### config.mk
export PLATFORM = sky130hd
export DESIGN_NAME = mem_arbiter_flat
export DESIGN_NICKNAME = d
export VERILOG_FILES = /design/src/rtl/mem_arbiter_pkg.sv /design/src/rtl/mem_arbiter_if.sv /design/src/rtl/mem_arbiter.sv /design/src/flat_wrapper.sv
export SDC_FILE = /design/constraint.sdc
export NUM_CORES = 1
export LEC_CHECK = 0
export BUFFER_PORTS_ARGS = -buffer_cell sky130_fd_sc_hd__buf_2
export CORE_ASPECT_RATIO = 0.9
export CORE_UTILIZATION = 45
export DETAILED_ROUTE_END_ITERATION = 8
export PLACE_DENSITY = 0.85
export SKIP_LAST_GASP = 1
export SYNTH_ARGS = -nofsm -noshare
export SYNTH_HDL_FRONTEND = slang
export SYNTH_SLANG_ARGS = --single-unit
### constraint.sdc
create_clock -name clk -period 4.2 [get_ports clk]
set_input_delay 0.84 -clock clk [delete_from_list [all_inputs] [get_ports clk]]
set_output_delay 0.84 -clock clk [all_outputs]
set_load 0.01 [all_outputs]
### src/rtl/mem_arbiter_pkg.sv
// Shared definitions for the instruction/data memory arbiter: state encoding,
// default parameters and the arbitration decision used when the bus is idle.
package mem_arbiter_pkg;

  localparam int DEF_XLEN     = 32;
  localparam int DEF_MAX_DRUN = 4;

  typedef enum logic [1:0] {
    ST_IDLE   = 2'd0,
    ST_IGRANT = 2'd1,
    ST_DGRANT = 2'd2
  } arb_state_t;

  // Data wins unless it has already starved a waiting fetch for MAX_DRUN grants.
  function automatic arb_state_t arb_pick(input logic dreq, input logic ireq,
                                          input logic drun_ok);
    arb_state_t res;
    res = ST_IDLE;
    if (dreq && (!ireq || drun_ok)) res = ST_DGRANT;
    else if (ireq)                  res = ST_IGRANT;
    return res;
  endfunction

endpackage

### src/rtl/mem_arbiter_if.sv
// Bundle of core-side request/response and memory-side bus signals of the arbiter.
// Requests (i_ireq, i_dren/i_dwen) are held stable until their one-cycle o_*valid
// pulse; o_mreq and its address/data/strobe stay constant until the i_mack pulse.
interface mem_arbiter_if #(
  parameter int XLEN = mem_arbiter_pkg::DEF_XLEN
);

  logic            i_ireq;
  logic [XLEN-1:0] i_iaddr;
  logic [XLEN-1:0] o_inst;
  logic            o_ivalid;
  logic            i_dren;
  logic            i_dwen;
  logic [XLEN-1:0] i_daddr;
  logic [XLEN-1:0] i_dwdata;
  logic [XLEN-1:0] o_drdata;
  logic            o_dvalid;
  logic            o_exstall;
  logic            o_mreq;
  logic            o_mwe;
  logic [XLEN-1:0] o_maddr;
  logic [XLEN-1:0] o_mwdata;
  logic            i_mack;
  logic [XLEN-1:0] i_mrdata;

  modport slave (
    input  i_ireq, i_iaddr, i_dren, i_dwen, i_daddr, i_dwdata, i_mack, i_mrdata,
    output o_inst, o_ivalid, o_drdata, o_dvalid, o_exstall,
           o_mreq, o_mwe, o_maddr, o_mwdata
  );

  modport master (
    output i_ireq, i_iaddr, i_dren, i_dwen, i_daddr, i_dwdata, i_mack, i_mrdata,
    input  o_inst, o_ivalid, o_drdata, o_dvalid, o_exstall,
           o_mreq, o_mwe, o_maddr, o_mwdata
  );

endinterface

### src/rtl/mem_arbiter.sv
// Arbitrates a single memory port between instruction fetch and data access,
// favouring data but forcing a fetch after MAX_DRUN consecutive data grants.
module mem_arbiter
  import mem_arbiter_pkg::*;
#(
  parameter int XLEN     = DEF_XLEN,
  parameter int MAX_DRUN = DEF_MAX_DRUN
) (
  input  logic          clk,
  input  logic          rst,
  mem_arbiter_if.slave  bus,
  output arb_state_t    o_state
);

  localparam int                DRUN_W   = $clog2(MAX_DRUN + 1);
  localparam logic [DRUN_W-1:0] DRUN_MAX = DRUN_W'(MAX_DRUN);

  arb_state_t        state_q, state_d, pick;
  logic [DRUN_W-1:0] drun_q, drun_d;
  logic              mreq_q, mreq_d, mwe_q, mwe_d;
  logic [XLEN-1:0]   maddr_q, maddr_d, mwdata_q, mwdata_d;
  logic [XLEN-1:0]   inst_q, inst_d, drdata_q, drdata_d;
  logic              ivalid_q, ivalid_d, dvalid_q, dvalid_d;

  assign pick = arb_pick(bus.i_dren | bus.i_dwen, bus.i_ireq, drun_q < DRUN_MAX);

  always_comb begin
    state_d  = state_q;
    drun_d   = drun_q;
    mreq_d   = mreq_q;
    mwe_d    = mwe_q;
    maddr_d  = maddr_q;
    mwdata_d = mwdata_q;
    inst_d   = inst_q;
    drdata_d = drdata_q;
    ivalid_d = 1'b0;
    dvalid_d = 1'b0;
    case (state_q)
      ST_IDLE: begin
        // The requester just completed still shows its old request during its
        // valid pulse, so no arbitration happens in that cycle.
        if (!(ivalid_q || dvalid_q)) begin
          state_d = pick;
          if (pick == ST_DGRANT) begin
            mreq_d   = 1'b1;
            mwe_d    = bus.i_dwen;
            maddr_d  = bus.i_daddr;
            mwdata_d = bus.i_dwdata;
          end else if (pick == ST_IGRANT) begin
            mreq_d   = 1'b1;
            mwe_d    = 1'b0;
            maddr_d  = bus.i_iaddr;
            mwdata_d = '0;
          end
        end
      end
      ST_IGRANT: begin
        if (bus.i_mack) begin
          inst_d   = bus.i_mrdata;
          ivalid_d = 1'b1;
          mreq_d   = 1'b0;
          mwe_d    = 1'b0;
          state_d  = ST_IDLE;
        end
      end
      ST_DGRANT: begin
        if (bus.i_mack) begin
          if (!mwe_q) drdata_d = bus.i_mrdata;
          dvalid_d = 1'b1;
          mreq_d   = 1'b0;
          mwe_d    = 1'b0;
          state_d  = ST_IDLE;
        end
      end
      default: state_d = ST_IDLE;
    endcase

    if (!bus.i_ireq || (state_q == ST_IDLE && state_d == ST_IGRANT)) begin
      drun_d = '0;
    end else if (state_q == ST_IDLE && state_d == ST_DGRANT && drun_q < DRUN_MAX) begin
      drun_d = drun_q + 1'b1;
    end
  end

  always_ff @(posedge clk) begin
    if (rst) begin
      state_q  <= ST_IDLE;
      drun_q   <= '0;
      mreq_q   <= 1'b0;
      mwe_q    <= 1'b0;
      maddr_q  <= '0;
      mwdata_q <= '0;
      inst_q   <= '0;
      drdata_q <= '0;
      ivalid_q <= 1'b0;
      dvalid_q <= 1'b0;
    end else begin
      state_q  <= state_d;
      drun_q   <= drun_d;
      mreq_q   <= mreq_d;
      mwe_q    <= mwe_d;
      maddr_q  <= maddr_d;
      mwdata_q <= mwdata_d;
      inst_q   <= inst_d;
      drdata_q <= drdata_d;
      ivalid_q <= ivalid_d;
      dvalid_q <= dvalid_d;
    end
  end

  assign bus.o_inst    = inst_q;
  assign bus.o_ivalid  = ivalid_q;
  assign bus.o_drdata  = drdata_q;
  assign bus.o_dvalid  = dvalid_q;
  assign bus.o_mreq    = mreq_q;
  assign bus.o_mwe     = mwe_q;
  assign bus.o_maddr   = maddr_q;
  assign bus.o_mwdata  = mwdata_q;
  assign bus.o_exstall = (bus.i_dren | bus.i_dwen) & ~dvalid_q;
  assign o_state       = state_q;

endmodule

### src/flat_wrapper.sv
// flat-port wrapper written by rule: the top's interface ports become plain ports
module mem_arbiter_flat import mem_arbiter_pkg::*;
#(
  parameter int XLEN     = DEF_XLEN,
  parameter int MAX_DRUN = DEF_MAX_DRUN
)
  (clk, rst, o_state, bus_i_ireq, bus_i_iaddr, bus_i_dren, bus_i_dwen, bus_i_daddr, bus_i_dwdata, bus_i_mack, bus_i_mrdata, bus_o_inst, bus_o_ivalid, bus_o_drdata, bus_o_dvalid, bus_o_exstall, bus_o_mreq, bus_o_mwe, bus_o_maddr, bus_o_mwdata);
  mem_arbiter_if #(.XLEN(XLEN)) bus_i ();
  input  logic clk;
  input  logic rst;
  output arb_state_t o_state;
  input wire logic [$bits(bus_i.i_ireq)-1:0] bus_i_ireq;
  input wire logic [$bits(bus_i.i_iaddr)-1:0] bus_i_iaddr;
  input wire logic [$bits(bus_i.i_dren)-1:0] bus_i_dren;
  input wire logic [$bits(bus_i.i_dwen)-1:0] bus_i_dwen;
  input wire logic [$bits(bus_i.i_daddr)-1:0] bus_i_daddr;
  input wire logic [$bits(bus_i.i_dwdata)-1:0] bus_i_dwdata;
  input wire logic [$bits(bus_i.i_mack)-1:0] bus_i_mack;
  input wire logic [$bits(bus_i.i_mrdata)-1:0] bus_i_mrdata;
  output wire logic [$bits(bus_i.o_inst)-1:0] bus_o_inst;
  output wire logic [$bits(bus_i.o_ivalid)-1:0] bus_o_ivalid;
  output wire logic [$bits(bus_i.o_drdata)-1:0] bus_o_drdata;
  output wire logic [$bits(bus_i.o_dvalid)-1:0] bus_o_dvalid;
  output wire logic [$bits(bus_i.o_exstall)-1:0] bus_o_exstall;
  output wire logic [$bits(bus_i.o_mreq)-1:0] bus_o_mreq;
  output wire logic [$bits(bus_i.o_mwe)-1:0] bus_o_mwe;
  output wire logic [$bits(bus_i.o_maddr)-1:0] bus_o_maddr;
  output wire logic [$bits(bus_i.o_mwdata)-1:0] bus_o_mwdata;
  assign bus_i.i_ireq = bus_i_ireq;
  assign bus_i.i_iaddr = bus_i_iaddr;
  assign bus_i.i_dren = bus_i_dren;
  assign bus_i.i_dwen = bus_i_dwen;
  assign bus_i.i_daddr = bus_i_daddr;
  assign bus_i.i_dwdata = bus_i_dwdata;
  assign bus_i.i_mack = bus_i_mack;
  assign bus_i.i_mrdata = bus_i_mrdata;
  assign bus_o_inst = bus_i.o_inst;
  assign bus_o_ivalid = bus_i.o_ivalid;
  assign bus_o_drdata = bus_i.o_drdata;
  assign bus_o_dvalid = bus_i.o_dvalid;
  assign bus_o_exstall = bus_i.o_exstall;
  assign bus_o_mreq = bus_i.o_mreq;
  assign bus_o_mwe = bus_i.o_mwe;
  assign bus_o_maddr = bus_i.o_maddr;
  assign bus_o_mwdata = bus_i.o_mwdata;
  mem_arbiter #(.XLEN(XLEN), .MAX_DRUN(MAX_DRUN)) u_core (.clk(clk), .rst(rst), .bus(bus_i), .o_state(o_state));
endmodule
==> flow_summary.yaml, run 1 <==
clocking:
  cts_tree: "built"
  post_cts_buffers: 0
  clk_path_buf_depth: 2
  cts_resized: 0
  cts-root-buf: "clkbuf_16"
  clk_latency_ns: 0.40
  numCtsBuffers: 17
  clkSlewWorstSetupHoldPaths_ns: 0.06
  ctsHoldBuffers: 0
  cts.sinks: 137
  h-tree-depth: 4
placement:
  io_buffers: 268
  dp_hpwl_mm: 10.05
  place_congestion: 0.8098
timing:
  slew_headroom: 0.2186
  maxSlewViolCount: 0
  fin_crit_sh: 0.5329
  rsz0062_at_grt: "no"
  setup_tns_ns: 0
  finalCriticalPeriod_ns: 2.238
  hold_viol: 0
  tightest_slew_ns: 1.169
  finalSetupViolCount: 0
  fmax_ghz: 0.4468
  skew_ns: 0.007356
global_routing:
  track_usage: 0.2394
  grt_pass1_wl_mm: 22.59
  antenna_found_initial: 0
  grt_max_degree: 80
  first_global_vias: 4696
  grt_overflow: 0
logic_synthesis:
  synthesis.area_sq_um: 5174
  synth_area_per_cell_sq_um: 8.695
  synth.distinct_cells: 33
  synthTopCellsByArea: "dfxtp_1 (53%), nand2_1 (9.8%), a21oi_1 (6.7%), mux2i_1 (6.2%), nor2_1 (5.3%)"
  yosysSeqAreaShare: 0.5301
  async_flop_share: 0
  synth_fp_nets: 734
  synth_top_area_frac: 0.5301
  synth_edf_count: 0
  synth_ff_type: "dfxtp_1"
  synth_seq_cells: 137
  ys_warn_count: 0
  synth_cells: 595
  yosysTopAreaCell: "dfxtp_1"
run_status:
  status: "finished, final reports clean"
critical_path:
  cp.arrival_ns: 2.53
  regToRegSetupSlack_ns: 1.96
  critPathKind: "reg2reg"
  worstPathRequired_ns: 4.49
  crit-reg2reg-launch: "u_core.o_state[1]"
  cp-end-kind: "flop"
  cp-startpoint: "u_core.o_state[1]"
  reg2reg_to: "u_core.bus.o_maddr[6]"
  endpoint: "u_core.bus.o_maddr[6]"
  cp-start-kind: "flop"
  rr_worst_depth: 6
  crit_fanout: 51
route:
  drtIter0Drc: 422
  firstDrtPassIters: 5
  via_count: 5093
  routed_via_density: 5.048
  ant_nets: 0
  wl_per_cell_microns: 14.06
  drc: 0
  routed_wirelength_mm: 14.19
final_layout:
  syn2layout_area_growth_pct: 39.42
  multi_input_area_sq_um: 2285
  seqCellArea_sq_um: 2743
  drive_gt1_frac: 0.3664
  nFillCells: 959
  nets: 983
  antenna_cells: 0
die:
  io_pins: 269
  initial_core_util: 0.4707
  die_h_microns: 103.7
  die-width_microns: 115.0
  core_area_sq_um: 10990
  num_rows: 36
  dieArea_sq_um: 11930
power_and_ir_drop:
  finalPower_mw: 3.405
  irDropWorstVdd_mv: 0.3105
  power_density_nw_per_um2: 472.0
  leakage_nw: 3.352
min_path:
  hp-start: "u_core.bus.o_inst[20]"
  min_path_type: "reg2reg"
flow_run:
  max_cap_violations: 0
[cell usage after synthesis (5+ instances only)]
| master | number |
|---|---|
| ha_1 | 5 |
| clkbuf_1 | 35 |
| buf_1 | 7 |
| a22oi_1 | 33 |
| nor2_1 | 73 |
| mux2i_1 | 32 |
| o21ai_0 | 5 |
| dfxtp_1 | 137 |
| nand2_1 | 135 |
| a21oi_1 | 69 |
| a211oi_1 | 32 |
[worst max-delay path: stages, from the launching register on]
cell and delay [ns]:
dfxtp_1 0.33, inv_1 0.14, ha_1 0.32, o311a_2 0.45, buf_4 0.47, nor2_1 0.10
a211oi_1 0.29
[per-layer routing]
layer  up-vias  wire, microns  global-route usage
met5         -              0                   0
met1      2313           5782              0.2800
met3        25            956             0.05266
met4         0            271             0.09926
li1       2547              -                   -
met2       208           7175              0.4178
[placed cells by master, fill, tap and decap left out, drive strengths merged, types with 2 or more instances in the layout]
cell,netlist,layout
nand2,135,135
a21oi,69,69
a211o,2,2
ha,5,5
o21ai,5,5
buf,11,276
nor2,73,73
nand4b,2,2
nand3,2,2
dfxtp,137,137
a211oi,32,32
nand2b,2,2
a22oi,33,33
nor2b,2,2
clkinv,0,8
clkbuf,35,19
inv,3,5
nor3,2,2
mux2i,32,32
bufinv,0,2
[where the power goes]
part           total [mW]  internal (mW)  switching, mW
clock network        1.44          0.881          0.561
logic               0.521          0.220          0.300
registers            1.44           1.39         0.0479
total                3.40           2.50          0.909
[stage by stage]
| stage | setup WS [ns] | hold WS, ns | area [sq um] | cells | util |
|---|---|---|---|---|---|
| 2_1_floorplan | 2.027 | 0.4605 | 5174 | 595 | - |
| 3_3_place_gp | 1.900 | 0.4389 | 6633 | 977 | 0.6035 |
| 3_5_place_dp | 1.823 | 0.4430 | 6633 | 977 | 0.6035 |
| 4_1_cts | 1.974 | 0.4511 | 7213 | 1009 | 0.6563 |
| 5_1_grt | 1.724 | 0.4680 | 7213 | 1009 | 0.6563 |
| 6_report | 1.962 | 0.4493 | 7213 | 1009 | 0.6563 |
[layout make-up]
type | instances | share of cell area
clock inverter | 13 | 0.02047
inverter | 3 | 0.001561
multi-input combinational | 409 | 0.3167
tap | 152 | 0.02637
sequential | 137 | 0.3802
clock buffer | 19 | 0.06002
timing repair buffer | 276 | 0.1946
[state kept, by name, summed over array words and instances (netlist names)]
name / cells
u_core.bus.o_inst: 32
u_core.bus.o_mwe: 1
u_core.o_state: 2
u_core.bus.o_dvalid: 1
u_core.bus.o_mreq: 1
u_core.bus.o_ivalid: 1
u_core.bus.o_maddr: 32
u_core.drun_q: 3
u_core.bus.o_drdata: 32
u_core.bus.o_mwdata: 32
[logic make-up (layout without fill, tap and decap cells)]
kind of cell | Yosys count | after routing | synth area share
DFF | 137 | 137 | 0.5301
buffers and inverters | 49 | 311 | 0.03773
muxes | 32 | 32 | 0.06191
AOI/OAI and AO/OA | 147 | 147 | 0.1831
and+or+nand+nor | 225 | 225 | 0.1751
adders and majority gates | 5 | 5 | 0.01209
[worst min path at each step]
stage	to	slack, ns	cells past startpoint
floorplan	u_core.drun_q[1]	0.46	2
global placement	u_core.bus.o_drdata[4]	0.44	2
detailed placement	u_core.bus.o_inst[20]	0.44	2
CTS	u_core.bus.o_inst[20]	0.45	2
global route	u_core.bus.o_drdata[8]	0.47	2
finish	u_core.bus.o_inst[20]	0.45	2
Note: power is estimated with default switching activity, not from simulation.
==> inputs of run 2 (changes only) <==
--- a/config.mk
+++ b/config.mk
@@ -5,11 +5,12 @@
 export SDC_FILE = /design/constraint.sdc
 export NUM_CORES = 1
 export LEC_CHECK = 0
+export ABC_AREA = 1
 export BUFFER_PORTS_ARGS = -buffer_cell sky130_fd_sc_hd__buf_2
 export CORE_ASPECT_RATIO = 0.9
 export CORE_UTILIZATION = 45
 export DETAILED_ROUTE_END_ITERATION = 8
-export PLACE_DENSITY = 0.85
+export PLACE_DENSITY = 0.84
 export SKIP_LAST_GASP = 1
 export SYNTH_ARGS = -nofsm -noshare
 export SYNTH_HDL_FRONTEND = slang
==> constraint.sdc (replaced) <==
create_clock -name clk -period 2.2 [get_ports clk]
set_input_delay 0.44 -clock clk [delete_from_list [all_inputs] [get_ports clk]]
set_output_delay 0.44 -clock clk [all_outputs]
set_load 0.01 [all_outputs]
==> run 2 against run 1 <==
Net effect: count of clock-buffer cells in the layout grew 4; die area grew 0.93%; setup slack lost 1.7 ns; maximum frequency grew 16%; synthesized area grew 0.94%; register-to-register slack lost 1.7 ns; via count grew 7.0%; critical path depth grew 2; clock skew shrank 0.00086 ns; critical path type unchanged; critical endpoint is now u_core.bus.o_mwdata[8]; highest routed layer unchanged.
==> flow_summary.yaml, run 2 <==
run_status:
  status: "finished, final reports clean"
final_layout:
  final_core_util: 0.6494
  drive_gt1_frac: 0.3404
  final_cell_mix: "buf_2 (268), dfxtp_1 (137), nor2_1 (136), nand2_1 (119), o21ai_0 (72)"
  antenna_cells: 0
  syn2layout_area_growth_pct: 37.78
  nets: 1071
  fin_cells: 1095
  final_common_cell: "buf_2"
  final_cell_area_sq_um: 7196
  nFillCells: 961
placement:
  io_buffers: 268
  place_ws_ns: 0.1134
  dp_hpwl_mm: 10.70
  placed_cells: 1062
  placed_area_sq_um: 6611
  place_congestion: 0.8469
die:
  core_area_sq_um: 11080
  dieArea_sq_um: 12040
  io_pins: 269
  num_rows: 36
  initial_core_util: 0.4713
  die_h_microns: 104.2
  die-width_microns: 115.6
logic_synthesis:
  yosysSeqAreaShare: 0.5252
  yosysTopAreaCell: "dfxtp_1"
  synth_cells: 678
  synth_ff_type: "dfxtp_1"
  synth_edf_count: 0
  ys_warn_count: 0
  synth_commonest_cells: "dfxtp_1 (137), nor2_1 (137), nand2_1 (119), o21ai_0 (72), a21oi_1 (38)"
  synth_area_per_cell_sq_um: 7.703
  synth_seq_cells: 137
  synth.distinct_cells: 21
  synth_top_area_frac: 0.5252
  synthesis.area_sq_um: 5223
  synthTopCellsByArea: "dfxtp_1 (53%), nor2_1 (9.8%), nand2_1 (8.6%), o21ai_0 (6.9%), a31oi_1 (3.8%)"
  async_flop_share: 0
  synth_fp_nets: 817
critical_path:
  crit_fanout: 23
  worstPathRequired_ns: 2.54
  cp-start-kind: "flop"
  cp-end-kind: "flop"
  cp.arrival_ns: 2.27
  critPathKind: "reg2reg"
clocking:
  cts.sinks: 137
  h-tree-depth: 4
  cts_tree: "built"
  clk_latency_ns: 0.41
  clk_path_buf_depth: 2
  numCtsBuffers: 17
  clkSlewWorstSetupHoldPaths_ns: 0.06
  ctsHoldBuffers: 0
  cts-root-buf: "clkbuf_16"
global_routing:
  grt_pass1_wl_mm: 23.55
  track_usage: 0.2509
  antenna_found_initial: 0
  grt_overflow: 0
  first_global_vias: 4916
  grt_max_degree: 80
timing:
  finalCriticalPeriod_ns: 1.934
  fmax_ghz: 0.5172
  worst_slack_ns: 0.2664
  skew_ns: 0.006494
  rsz0062_at_grt: "no"
  fin_crit_sh: 0.8789
  tightest_slew_ns: 0.9726
  finalSetupViolCount: 0
  slew_headroom: 0.3509
  hold_viol: 0
  maxSlewViolCount: 0
  setup_tns_ns: 0
  hold_ws_ns: 0.2580
min_path:
  min_path_type: "in2reg"
route:
  wl_per_cell_microns: 13.73
  routed_wirelength_mm: 15.03
  firstDrtPassIters: 4
  drc: 0
  routed_via_density: 4.977
  ant_nets: 0
  drtIter0Drc: 327
  via_count: 5450
power_and_ir_drop:
  leakage_nw: 3.594
  irDropWorstVdd_mv: 0.6326
  finalPower_mw: 6.637
  power_density_nw_per_um2: 922.4
flow_run:
  max_cap_violations: 0
run 2: cell types whose count changed after synthesis, sizes merged, moves of 18 or more:
cell	before	now
a31oi	0	32
o21ai	5	101
a21oi	69	38
a22oi	33	0
buf	11	29
mux2i	32	0
nand3	2	36
a211oi	32	0
nor2	73	141
run 2: routing by layer:
layer | share of wire | track usage | up-vias
li1 | - | - | 2750
met5 | 0 | 0 | -
met2 | 0.48 | 0.4175 | 237
met3 | 0.090 | 0.09441 | 36
met4 | 0.027 | 0.1095 | 0
met1 | 0.40 | 0.2830 | 2427
run 2: critical path: stages, from the launching register on:
cell and delay (ns):
dfxtp_1 0.43, inv_1 0.10, ha_1 0.27, nand2_1 0.13, clkinv_2 0.21, o21ai_4 0.19
buf_4 0.31, nand2_1 0.10, a21oi_1 0.14
run 2: where the power goes:
part	total (mW)	switching [mW]	leakage [nW]	internal [mW]
clock network	2.66	1.01	0.271	1.66
logic	1.15	0.692	2.20	0.455
registers	2.83	0.115	1.12	2.71
run 2: what timing repair did:
item / 4_1_cts / 5_1_grt
endpoints found under the setup margin: 0 / 32
setup buffers: 0 / 3
resized for setup: 0 / 2
run 2: final timing paths:
| kind | startpoint | endpoint | slack [ns] | cells after the start |
|---|---|---|---|---|
| worst max register to register | u_core.o_state[0] | u_core.bus.o_mwdata[8] | 0.27 | 8 |
| worst max-delay path | u_core.o_state[0] | u_core.bus.o_mwdata[8] | 0.27 | 8 |
| worst min-delay path | bus_i_mrdata[12] | u_core.bus.o_drdata[12] | 0.26 | 3 |
| worst min register to register | u_core.bus.o_mwdata[17] | u_core.bus.o_mwdata[17] | 0.46 | 2 |
run 2: kinds of logic after synthesis:
kind of cell / after synthesis / synth area share
AO/OA/AOI/OAI: 171 / 0.1737
adder cells (fa/ha/maj): 5 / 0.01198
flip-flops: 137 / 0.5252
AND/OR/NAND/NOR: 298 / 0.2264
buffers and inverters: 67 / 0.06277
run 2: layout make-up:
cell class / count / area (sq um) / share of cell area
Sequential cell: 137 / 2743 / 0.3812
Timing Repair Buffer: 283 / 1466 / 0.2038
Clock inverter: 7 / 68.82 / 0.009564
Clock buffer: 23 / 488.0 / 0.06781
Inverter: 19 / 80.08 / 0.01113
Multi-Input combinational cell: 474 / 2160 / 0.3001
Tap cell: 152 / 190.2 / 0.02643
